==> config.mk <==
export PLATFORM = sky130hd
export DESIGN_NAME = conversor_4bits_0a9_flat
export DESIGN_NICKNAME = d
export VERILOG_FILES = /design/src/rtl/conversor_pkg.sv /design/src/rtl/conversor_4bits_0a9_if.sv /design/src/rtl/bcd7_decode.sv /design/src/rtl/conversor_4bits_0a9.sv /design/src/flat_wrapper.sv
export SDC_FILE = /design/constraint.sdc
export NUM_CORES = 1
export LEC_CHECK = 0
export CORE_AREA = 5 5 42 44
export CTS_CLUSTER_DIAMETER = 100
export DETAILED_ROUTE_END_ITERATION = 6
export DIE_AREA = 0 0 47 49
export PLACE_DENSITY = 0.6
export SYNTH_ARGS = -nofsm -noshare
export SYNTH_HDL_FRONTEND = slang
export SYNTH_SLANG_ARGS = --single-unit
==> constraint.sdc <==
create_clock -name clk -period 1 [get_ports clk]
set_input_delay 0.3 -clock clk [delete_from_list [all_inputs] [get_ports clk]]
set_output_delay 0.3 -clock clk [all_outputs]
set_load 0.02 [all_outputs]
==> src/rtl/conversor_pkg.sv <==
// conversor_pkg: shared seven-segment types and patterns, bit order {g,f,e,d,c,b,a}
package conversor_pkg;
  localparam int SEG_W = 7;
  typedef logic [SEG_W-1:0] seg_t;
  localparam seg_t SEG_0     = 7'b0111111;
  localparam seg_t SEG_1     = 7'b0000110;
  localparam seg_t SEG_2     = 7'b1011011;
  localparam seg_t SEG_3     = 7'b1001111;
  localparam seg_t SEG_4     = 7'b1100110;
  localparam seg_t SEG_5     = 7'b1101101;
  localparam seg_t SEG_6     = 7'b1111101;
  localparam seg_t SEG_7     = 7'b0000111;
  localparam seg_t SEG_8     = 7'b1111111;
  localparam seg_t SEG_9     = 7'b1101111;
  localparam seg_t SEG_DASH  = 7'b1000000;
  localparam seg_t SEG_BLANK = 7'b0000000;
endpackage

==> src/rtl/conversor_4bits_0a9_if.sv <==
// conversor_4bits_0a9_if: digit inputs and segment outputs; blink exists only with CONVERSOR_BLINK_EN
interface conversor_4bits_0a9_if;
  logic ain, bin, cin, din, en;
  logic aout, bout, cout, dout, eout, fout, gout, err;
`ifdef CONVERSOR_BLINK_EN
  logic blink;
  modport master(output ain, bin, cin, din, en, blink, input aout, bout, cout, dout, eout, fout, gout, err);
  modport slave(input ain, bin, cin, din, en, blink, output aout, bout, cout, dout, eout, fout, gout, err);
`else
  modport master(output ain, bin, cin, din, en, input aout, bout, cout, dout, eout, fout, gout, err);
  modport slave(input ain, bin, cin, din, en, output aout, bout, cout, dout, eout, fout, gout, err);
`endif
endinterface

==> src/rtl/bcd7_decode.sv <==
// bcd7_decode: combinational BCD digit to segment pattern, codes above 9 show a dash
module bcd7_decode
  import conversor_pkg::*;
(
  input  logic [3:0] v,
  output seg_t       pattern,
  output logic       invalid
);
  always_comb begin
    pattern = SEG_DASH;
    case (v)
      4'd0: pattern = SEG_0;
      4'd1: pattern = SEG_1;
      4'd2: pattern = SEG_2;
      4'd3: pattern = SEG_3;
      4'd4: pattern = SEG_4;
      4'd5: pattern = SEG_5;
      4'd6: pattern = SEG_6;
      4'd7: pattern = SEG_7;
      4'd8: pattern = SEG_8;
      4'd9: pattern = SEG_9;
      default: pattern = SEG_DASH;
    endcase
  end
  assign invalid = v > 4'd9;
endmodule

==> src/rtl/conversor_4bits_0a9.sv <==
// conversor_4bits_0a9: registered BCD to seven-segment digit with enable gating
// and an optional blink phase compiled in by CONVERSOR_BLINK_EN.
module conversor_4bits_0a9
  import conversor_pkg::*;
#(
  parameter int BLINK_HALF_PERIOD = 250
) (
  input logic               clk,
  input logic               rst_n,
  conversor_4bits_0a9_if.slave bus
);
  seg_t pattern, seg_d, seg_q;
  logic invalid, err_q, vis;
  bcd7_decode u_dec (
    .v({bus.din, bus.cin, bus.bin, bus.ain}),
    .pattern(pattern),
    .invalid(invalid)
  );
`ifdef CONVERSOR_BLINK_EN
  localparam int CW = $clog2(BLINK_HALF_PERIOD) + 1;
  logic [CW-1:0] cnt;
  logic phase, run;
  assign run = bus.blink & bus.en;
  // visibility is forced on the same edge blink drops, not one phase later
  assign vis = !run || phase;
  always_ff @(posedge clk or negedge rst_n) begin
    if (!rst_n) begin
      cnt   <= '0;
      phase <= 1'b1;
    end else if (!run) begin
      cnt   <= '0;
      phase <= 1'b1;
    end else if (cnt == CW'(BLINK_HALF_PERIOD - 1)) begin
      cnt   <= '0;
      phase <= ~phase;
    end else begin
      cnt <= cnt + CW'(1);
    end
  end
`else
  assign vis = 1'b1;
`endif
  assign seg_d = bus.en && vis ? pattern : SEG_BLANK;
  always_ff @(posedge clk or negedge rst_n) begin
    if (!rst_n) begin
      seg_q <= SEG_BLANK;
      err_q <= 1'b0;
    end else begin
      seg_q <= seg_d;
      err_q <= bus.en & invalid;
    end
  end
  assign {bus.gout, bus.fout, bus.eout, bus.dout, bus.cout, bus.bout, bus.aout} = seg_q;
  assign bus.err = err_q;
endmodule

==> src/flat_wrapper.sv <==
// flat-port wrapper written by rule: the top's interface ports become plain ports
module conversor_4bits_0a9_flat import conversor_pkg::*;
#(
  parameter int BLINK_HALF_PERIOD = 250
)
  (clk, rst_n, bus_ain, bus_bin, bus_cin, bus_din, bus_en, bus_aout, bus_bout, bus_cout, bus_dout, bus_eout, bus_fout, bus_gout, bus_err);
  conversor_4bits_0a9_if bus_i ();
  input logic clk;
  input logic rst_n;
  input wire logic [$bits(bus_i.ain)-1:0] bus_ain;
  input wire logic [$bits(bus_i.bin)-1:0] bus_bin;
  input wire logic [$bits(bus_i.cin)-1:0] bus_cin;
  input wire logic [$bits(bus_i.din)-1:0] bus_din;
  input wire logic [$bits(bus_i.en)-1:0] bus_en;
  output wire logic [$bits(bus_i.aout)-1:0] bus_aout;
  output wire logic [$bits(bus_i.bout)-1:0] bus_bout;
  output wire logic [$bits(bus_i.cout)-1:0] bus_cout;
  output wire logic [$bits(bus_i.dout)-1:0] bus_dout;
  output wire logic [$bits(bus_i.eout)-1:0] bus_eout;
  output wire logic [$bits(bus_i.fout)-1:0] bus_fout;
  output wire logic [$bits(bus_i.gout)-1:0] bus_gout;
  output wire logic [$bits(bus_i.err)-1:0] bus_err;
  assign bus_i.ain = bus_ain;
  assign bus_i.bin = bus_bin;
  assign bus_i.cin = bus_cin;
  assign bus_i.din = bus_din;
  assign bus_i.en = bus_en;
  assign bus_aout = bus_i.aout;
  assign bus_bout = bus_i.bout;
  assign bus_cout = bus_i.cout;
  assign bus_dout = bus_i.dout;
  assign bus_eout = bus_i.eout;
  assign bus_fout = bus_i.fout;
  assign bus_gout = bus_i.gout;
  assign bus_err = bus_i.err;
  conversor_4bits_0a9 #(.BLINK_HALF_PERIOD(BLINK_HALF_PERIOD)) u_core (.clk(clk), .rst_n(rst_n), .bus(bus_i));
endmodule
Word-level counts from Yosys, hierarchy flattened --
Memories as Yosys holds them, arrays and structs flattened. Cells that the tools add are included.
Cells by class: bitwise gates (word level) 1, mux-type cells 1, order comparisons 1
Operators with widths (number):
- 7-bit 2-to-1 mux | 1
- 4-bit greater-than comparator (second input constant) | 1
- 1-bit bitwise AND | 1
Word-level totals: word-level logic and storage cells 6, memory bits (read-only) 112, memories 1, register bits 8
Memory list:
- (name not given) | depth 16, bits a word 7, read ports 1, clocked after Yosys merged registers in 0, wr ports 0, RTL line bcd7_decode.sv:11 | case (v)

Logic depth before layout (Yosys ltp) --
Gate-level depths: netlist of the first run.
word-level depth 2, gate-level depth with buffers 5, depth with buffers taken out 5

Modules after synthesis --
Synthesis of the first run repeated with hierarchy kept, for this count alone.
Second synthesis, totals: cell total of the unflattened synthesis 48, area total of the unflattened synthesis 489.2 um^2
Modules (own cells, without submodules):
- conversor_4bits_0a9 | cells an instance 16, area each 250.2 um^2, sequential area each 200.2 um^2, times used 1
- bcd7_decode | cells an instance 32, area each 239.0 um^2, sequential area each 0.0 um^2, times used 1

Worst setup path before layout of the first run --
Ideal clock, no wire load.
kind in2reg, start point input port bus_ain, end point register u_core.seg_q[2], setup slack 34 ps, stages 5, arrival 847 ps, data required time 881 ps, setup time 119 ps, path through inv_1 -> ha_1 -> nor2b_1 -> o22ai_1 -> and2_1
Between the ends: cells in the longest elaborated chain, start to end 2
RTL lines:
- from (decl) | RTL line flat_wrapper.sv:10 | input wire logic [$bits(bus_i.ain)-1:0] bus_ain;
- memory read 16 x 7 bit
- 7-bit 2-to-1 mux | RTL line conversor_4bits_0a9.sv:43 | assign seg_d = bus.en && vis ? pattern : SEG_BLANK;
- net u_core.seg_d[2] | RTL line conversor_4bits_0a9.sv:12 | seg_t pattern, seg_d, seg_q;
- to (signal assigned) | RTL line conversor_4bits_0a9.sv:49 | seg_q <= seg_d;
- to (decl) | RTL line conversor_4bits_0a9.sv:12
The timed path passes the listed nets, and every way through them passes these cells.

Worst setup path after layout of the first run --
start point register u_core.seg_q[6], end point output port bus_gout
RTL lines:
- to (decl) | RTL line flat_wrapper.sv:21 | output wire logic [$bits(bus_i.gout)-1:0] bus_gout;
No word-level cell between the ends.

==> results.toml, run 1 <==
[global_route]
grt_pass1_vias = 366
antenna_found_initial = 0
grt.overflow.total = 0
grt_max_degree = 12
grt_pass1_wl_um = 1410
track_usage = 0.0817

[synthesis]
ys_ff_latch = 8
netlist_area_um2 = 449
yosysUniqueCellTypes = 18
synthCells = 44
syn_nets = 56
yosysSeqAreaShare = 0.446
yosysWarnings = 0
avgSynthCellArea_um2 = 10.2

[worst_hold_path]
hp-class = "in -> async"

[placement]
pre_cts_ws_ps = -599
io_buffer_count = 14
gp_congestion = 0.695
hpwl_um = 627
dp.cells = 75

[die]
dieHeight_um = 49
ios = 15
num_rows = 14
dieArea_um2 = 2300
core_um2 = 1400
initial_core_util = 0.321
die_x_um = 47

[pwr]
power.clock.fraction = 0.284
p_int_uw = 582
comb_power_share = 0.258
ir_drop_mv = 0.297
power.leakage_nw = 0.346
power.density_nw_per_um2 = 1160
p_sw_frac = 0.248
p_seq_frac = 0.458
p_total_uw = 775
netSwitchingPower_uw = 192

[timing]
rsz0062_at_grt = "yes"
max_freq_mhz = 967
worstMarginPinSlew_ps = 329
finalCritPeriodShare = 1.03
report.final.slew_viol_count = 0
finalCriticalPeriod_ps = 1030
relSlewSlack = 0.780
setup_violations = 8
fin_setup_tns_ps = -243
hold_ws_ps = 326
setup_slack_ps = -34.6
hold_viol = 0

[outcome]
violations = "negative setup slack"
status = "finished with violations"

[clock_network]
clk_pin_slew_ps = 50
h-tree-depth = 1
cts_hold_buf = 0
cts_tree = "yes"
cts_made_buffers = 3
clk_root_buffer_cell = "clkbuf_4"
cts_sinks = 8
cts_buffer_depth = 2

[detailed_routing]
drtAntennaViolNets = 0
drc = 0
drt-total-wl_um = 786
routedWlPerCell_um = 9.95
dr_total_vias = 345
dr.pass1.iters = 4
viasPerCell = 4.37
initialDrtViolationCount = 1

[worst_setup_path]
cp-start-kind = "flop"
worst_setup_path_end_kind = "output port"
cp_slowest_cell = "dfrtp_1"
worstPathRequired_ps = 700
critPathMaxStageDelay_ps = 370
crit_type = "reg -> out"
cp_max_fo = 1
crit_arrival_ps = 730
crit_chain = "buf_6"
cp-startpoint = "u_core.seg_q[6]"
cp_top_family = "flip-flops"
crit_buf_inv = 1

[final_layout]
final_nets = 77
antennaDiodeCount = 0
final_cells = 79
syn2layout_area_growth_pct = 49.3
drive_above_1_share = 0.365

[job]
drv_cap = 0
-- registers in the layout, summed over array words and instances (netlist names) --
register and cells:
u_core.bus.err 1, u_core.seg_q 7
-- power groups by stage --
stage / Sequential (mW) / Combinational, mW / Clock [mW]
4_1_cts: 0.355 / 0.200 / 0.231
5_1_grt: 0.357 / 0.222 / 0.250
6_report: 0.355 / 0.200 / 0.220
3_3_place_gp: 0.355 / 0.191 / 0
2_1_floorplan: 0.385 / 0.0699 / 0
3_5_place_dp: 0.356 / 0.191 / 0
-- layout by cell type, fill, tap and decap left out, types with 3 or more instances in the layout --
master / instances
nand2b_1: 3
buf_6: 9
nor2_1: 3
buf_4: 4
dfrtp_1: 8
clkbuf_4: 3
o21ai_1: 3
ha_1: 3
-- area by class of cell --
| cell class | instances | area [um2] |
|---|---|---|
| Sequential cell | 8 | 200 |
| Clock buffer | 3 | 22.5 |
| Inverter | 4 | 15.0 |
| Multi-Input combinational cell | 29 | 235 |
| Fill cell | 155 | 731 |
| Tap cell | 16 | 20.0 |
| Timing Repair Buffer | 19 | 178 |
-- per-layer routing --
layer	part of all wire	GRT usage	up-vias	wire length, um
met5	0	0	-	0
met4	0	0.0691	0	0
met3	0.085	0	0	67
met2	0.52	0.120	13	409
met1	0.39	0.106	147	309
li1	-	-	185	-
-- how the worst max path moves through the flow --
stage	slack, ps	end	depth (start not counted)
floorplan	30	u_core.seg_q[2]	5
global placement	-570	u_core.seg_q[5]	6
detailed placement	-600	u_core.seg_q[5]	6
CTS	-50	bus_gout	1
global route	-70	bus_cout	1
finish	-30	bus_gout	1
-- synthesized netlist by cell type --
cell | n | area share
buf_6 | 1 | 0.025
o211a_1 | 2 | 0.045
nor2_1 | 3 | 0.025
ha_1 | 5 | 0.14
clkbuf_2 | 1 | 0.011
inv_1 | 4 | 0.033
a21oi_1 | 2 | 0.022
o21ai_0 | 4 | 0.045
buf_4 | 1 | 0.017
and2_1 | 2 | 0.028
dfrtp_1 | 8 | 0.45
nand2b_1 | 3 | 0.042
nor2b_1 | 1 | 0.014
mux2i_1 | 1 | 0.022
nand3b_1 | 1 | 0.017
o21a_1 | 2 | 0.033
nand2_1 | 1 | 0.0083
o22ai_1 | 2 | 0.028
-- stage by stage --
step                area (um2)   util
finish                     671  0.479
global route               671  0.479
CTS                        672  0.479
detailed placement         616  0.439
global placement           616  0.439
floorplan                  449      -
-- timing repair --
item                                    4_1_cts  5_1_grt
gates cloned                                  0        0
resized for setup                            63        7
endpoints found under the setup margin       16       15
buffers inserted                              1        0
-- cell families (layout without fill, tap and decap cells) --
| kind of cell | after synthesis | in the layout | synth area share |
|---|---|---|---|
| AO/OA/AOI/OAI | 12 | 12 | 0.173 |
| AND/OR/NAND/NOR | 11 | 11 | 0.134 |
| flip-flops | 8 | 8 | 0.446 |
| buffers and inverters | 7 | 26 | 0.0863 |
| adder cells (fa/ha/maj) | 5 | 5 | 0.139 |
| multiplexers | 1 | 1 | 0.0223 |
Note: power is estimated with default switching activity, not from simulation.
==> run 2, diff against run 1 <==
--- a/config.mk
+++ b/config.mk
@@ -9,7 +9,10 @@
 export CTS_CLUSTER_DIAMETER = 100
 export DETAILED_ROUTE_END_ITERATION = 6
 export DIE_AREA = 0 0 47 49
+export GPL_TIMING_DRIVEN = 0
 export PLACE_DENSITY = 0.6
+export REMOVE_ABC_BUFFERS = 1
+export SKIP_CTS_REPAIR_TIMING = 1
 export SYNTH_ARGS = -nofsm -noshare
 export SYNTH_HDL_FRONTEND = slang
 export SYNTH_SLANG_ARGS = --single-unit
==> results.toml, run 2 (same netlist as run 1, synthesis figures left out) <==
[worst_setup_path]
cp_max_fo = 1
cp_top_family = "flip-flops"
cp_slowest_cell = "dfrtp_1"
crit_chain = "buf_2"
worst_setup_path_end_kind = "output port"
crit_type = "reg -> out"
cp_num_cells = 1
worstPathRequired_ps = 700
cp-start-kind = "flop"
crit_arrival_ps = 750
critPathMaxStageDelay_ps = 350
crit_buf_inv = 1

[die]
dieHeight_um = 49
ios = 15
initial_core_util = 0.321
core_um2 = 1400
die_x_um = 47
num_rows = 14
dieArea_um2 = 2300

[pwr]
comb_power_share = 0.228
p_seq_frac = 0.459
power.leakage_nw = 0.346
power.density_nw_per_um2 = 1240
netSwitchingPower_uw = 202
p_int_uw = 569
ir_drop_mv = 0.389
p_sw_frac = 0.262
power.clock.fraction = 0.313
p_total_uw = 771

[placement]
placed_area_um2 = 586
dp.cells = 71
gp_congestion = 0.746
io_buffer_count = 14

[detailed_routing]
routedWlPerCell_um = 9.74
drt-total-wl_um = 721
drc = 0
initialDrtViolationCount = 2
viasPerCell = 4.59
drtAntennaViolNets = 0
dr_total_vias = 340
dr.pass1.iters = 5

[timing]
hold_viol = 0
report.final.slew_viol_count = 0
relSlewSlack = 0.760
setup_violations = 8
finalCriticalPeriod_ps = 1050
worstMarginPinSlew_ps = 359
rsz0062_at_grt = "yes"
fin_setup_tns_ps = -375
setup_slack_ps = -53.9
finalCritPeriodShare = 1.05
max_freq_mhz = 949

[final_layout]
drive_above_1_share = 0.241
nFillCells = 155
final_util = 0.442
final_nets = 72
final_cells = 74
regMostFlops = "u_core.seg_q"
mostFrequentLayoutCells = "8 x dfrtp_1, 7 x buf_6, 5 x ha_1"
largest_register_ffs = 7
design_area_um2 = 619
final_common_cell = "dfrtp_1"
syn2layout_area_growth_pct = 37.9
antennaDiodeCount = 0

[global_route]
antenna_found_initial = 0
grt_pass1_vias = 275
grt_pass1_wl_um = 1130
track_usage = 0.0738
grt_max_degree = 12
grt.overflow.total = 0

[clock_network]
clk_pin_slew_ps = 50
cts_sinks = 8
clk_root_buffer_cell = "clkbuf_4"
cts_tree = "yes"
h-tree-depth = 1
cts_buffer_depth = 2
cts_made_buffers = 3

[job]
drv_cap = 0

[outcome]
status = "finished with violations"
violations = "negative setup slack"

[worst_hold_path]
hp-class = "in -> async"
run 2: worst max-delay path by stage:
stage	startpoint	end
6_report	u_core.seg_q[2]	bus_cout
5_1_grt	u_core.seg_q[6]	bus_gout
4_1_cts	u_core.seg_q[2]	bus_cout
3_5_place_dp	bus_bin	u_core.seg_q[5]
3_3_place_gp	bus_bin	u_core.seg_q[5]
2_1_floorplan	bus_ain	u_core.seg_q[2]
run 2: layout make-up:
| type | count | area, um2 | area share |
|---|---|---|---|
| repair buffers | 14 | 151 | 0.244 |
| inverters | 4 | 15.0 | 0.0242 |
| multi-input cells | 29 | 210 | 0.339 |
| flip-flops and latches | 8 | 200 | 0.323 |
| clock buffers | 3 | 22.5 | 0.0364 |
| well taps | 16 | 20.0 | 0.0323 |
run 2: layer usage:
layer / share of wire / wire length, um / GRT usage
met5: 0 / 0 / 0
met4: 0.050 / 36 / 0.124
met3: 0.098 / 71 / 0
met2: 0.41 / 299 / 0.0905
met1: 0.44 / 314 / 0.0833
run 2: per-stage QoR:
stage / worst slack, ps / hold WS [ps]
after global routing: -93.9 / 334
after CTS: -483 / 318
after global placement: -702 / 591
final: -53.9 / 313
after floorplan: 33.8 / 4.41
after detailed placement: -694 / 595
run 2: power groups by stage:
stage	clock network (mW)	logic [mW]	registers [mW]
floorplan	0	0.0517	0.385
CTS	0.257	0.179	0.349
detailed placement	0	0.179	0.355
finish	0.241	0.176	0.354
global placement	0	0.178	0.355
global route	0.268	0.192	0.355
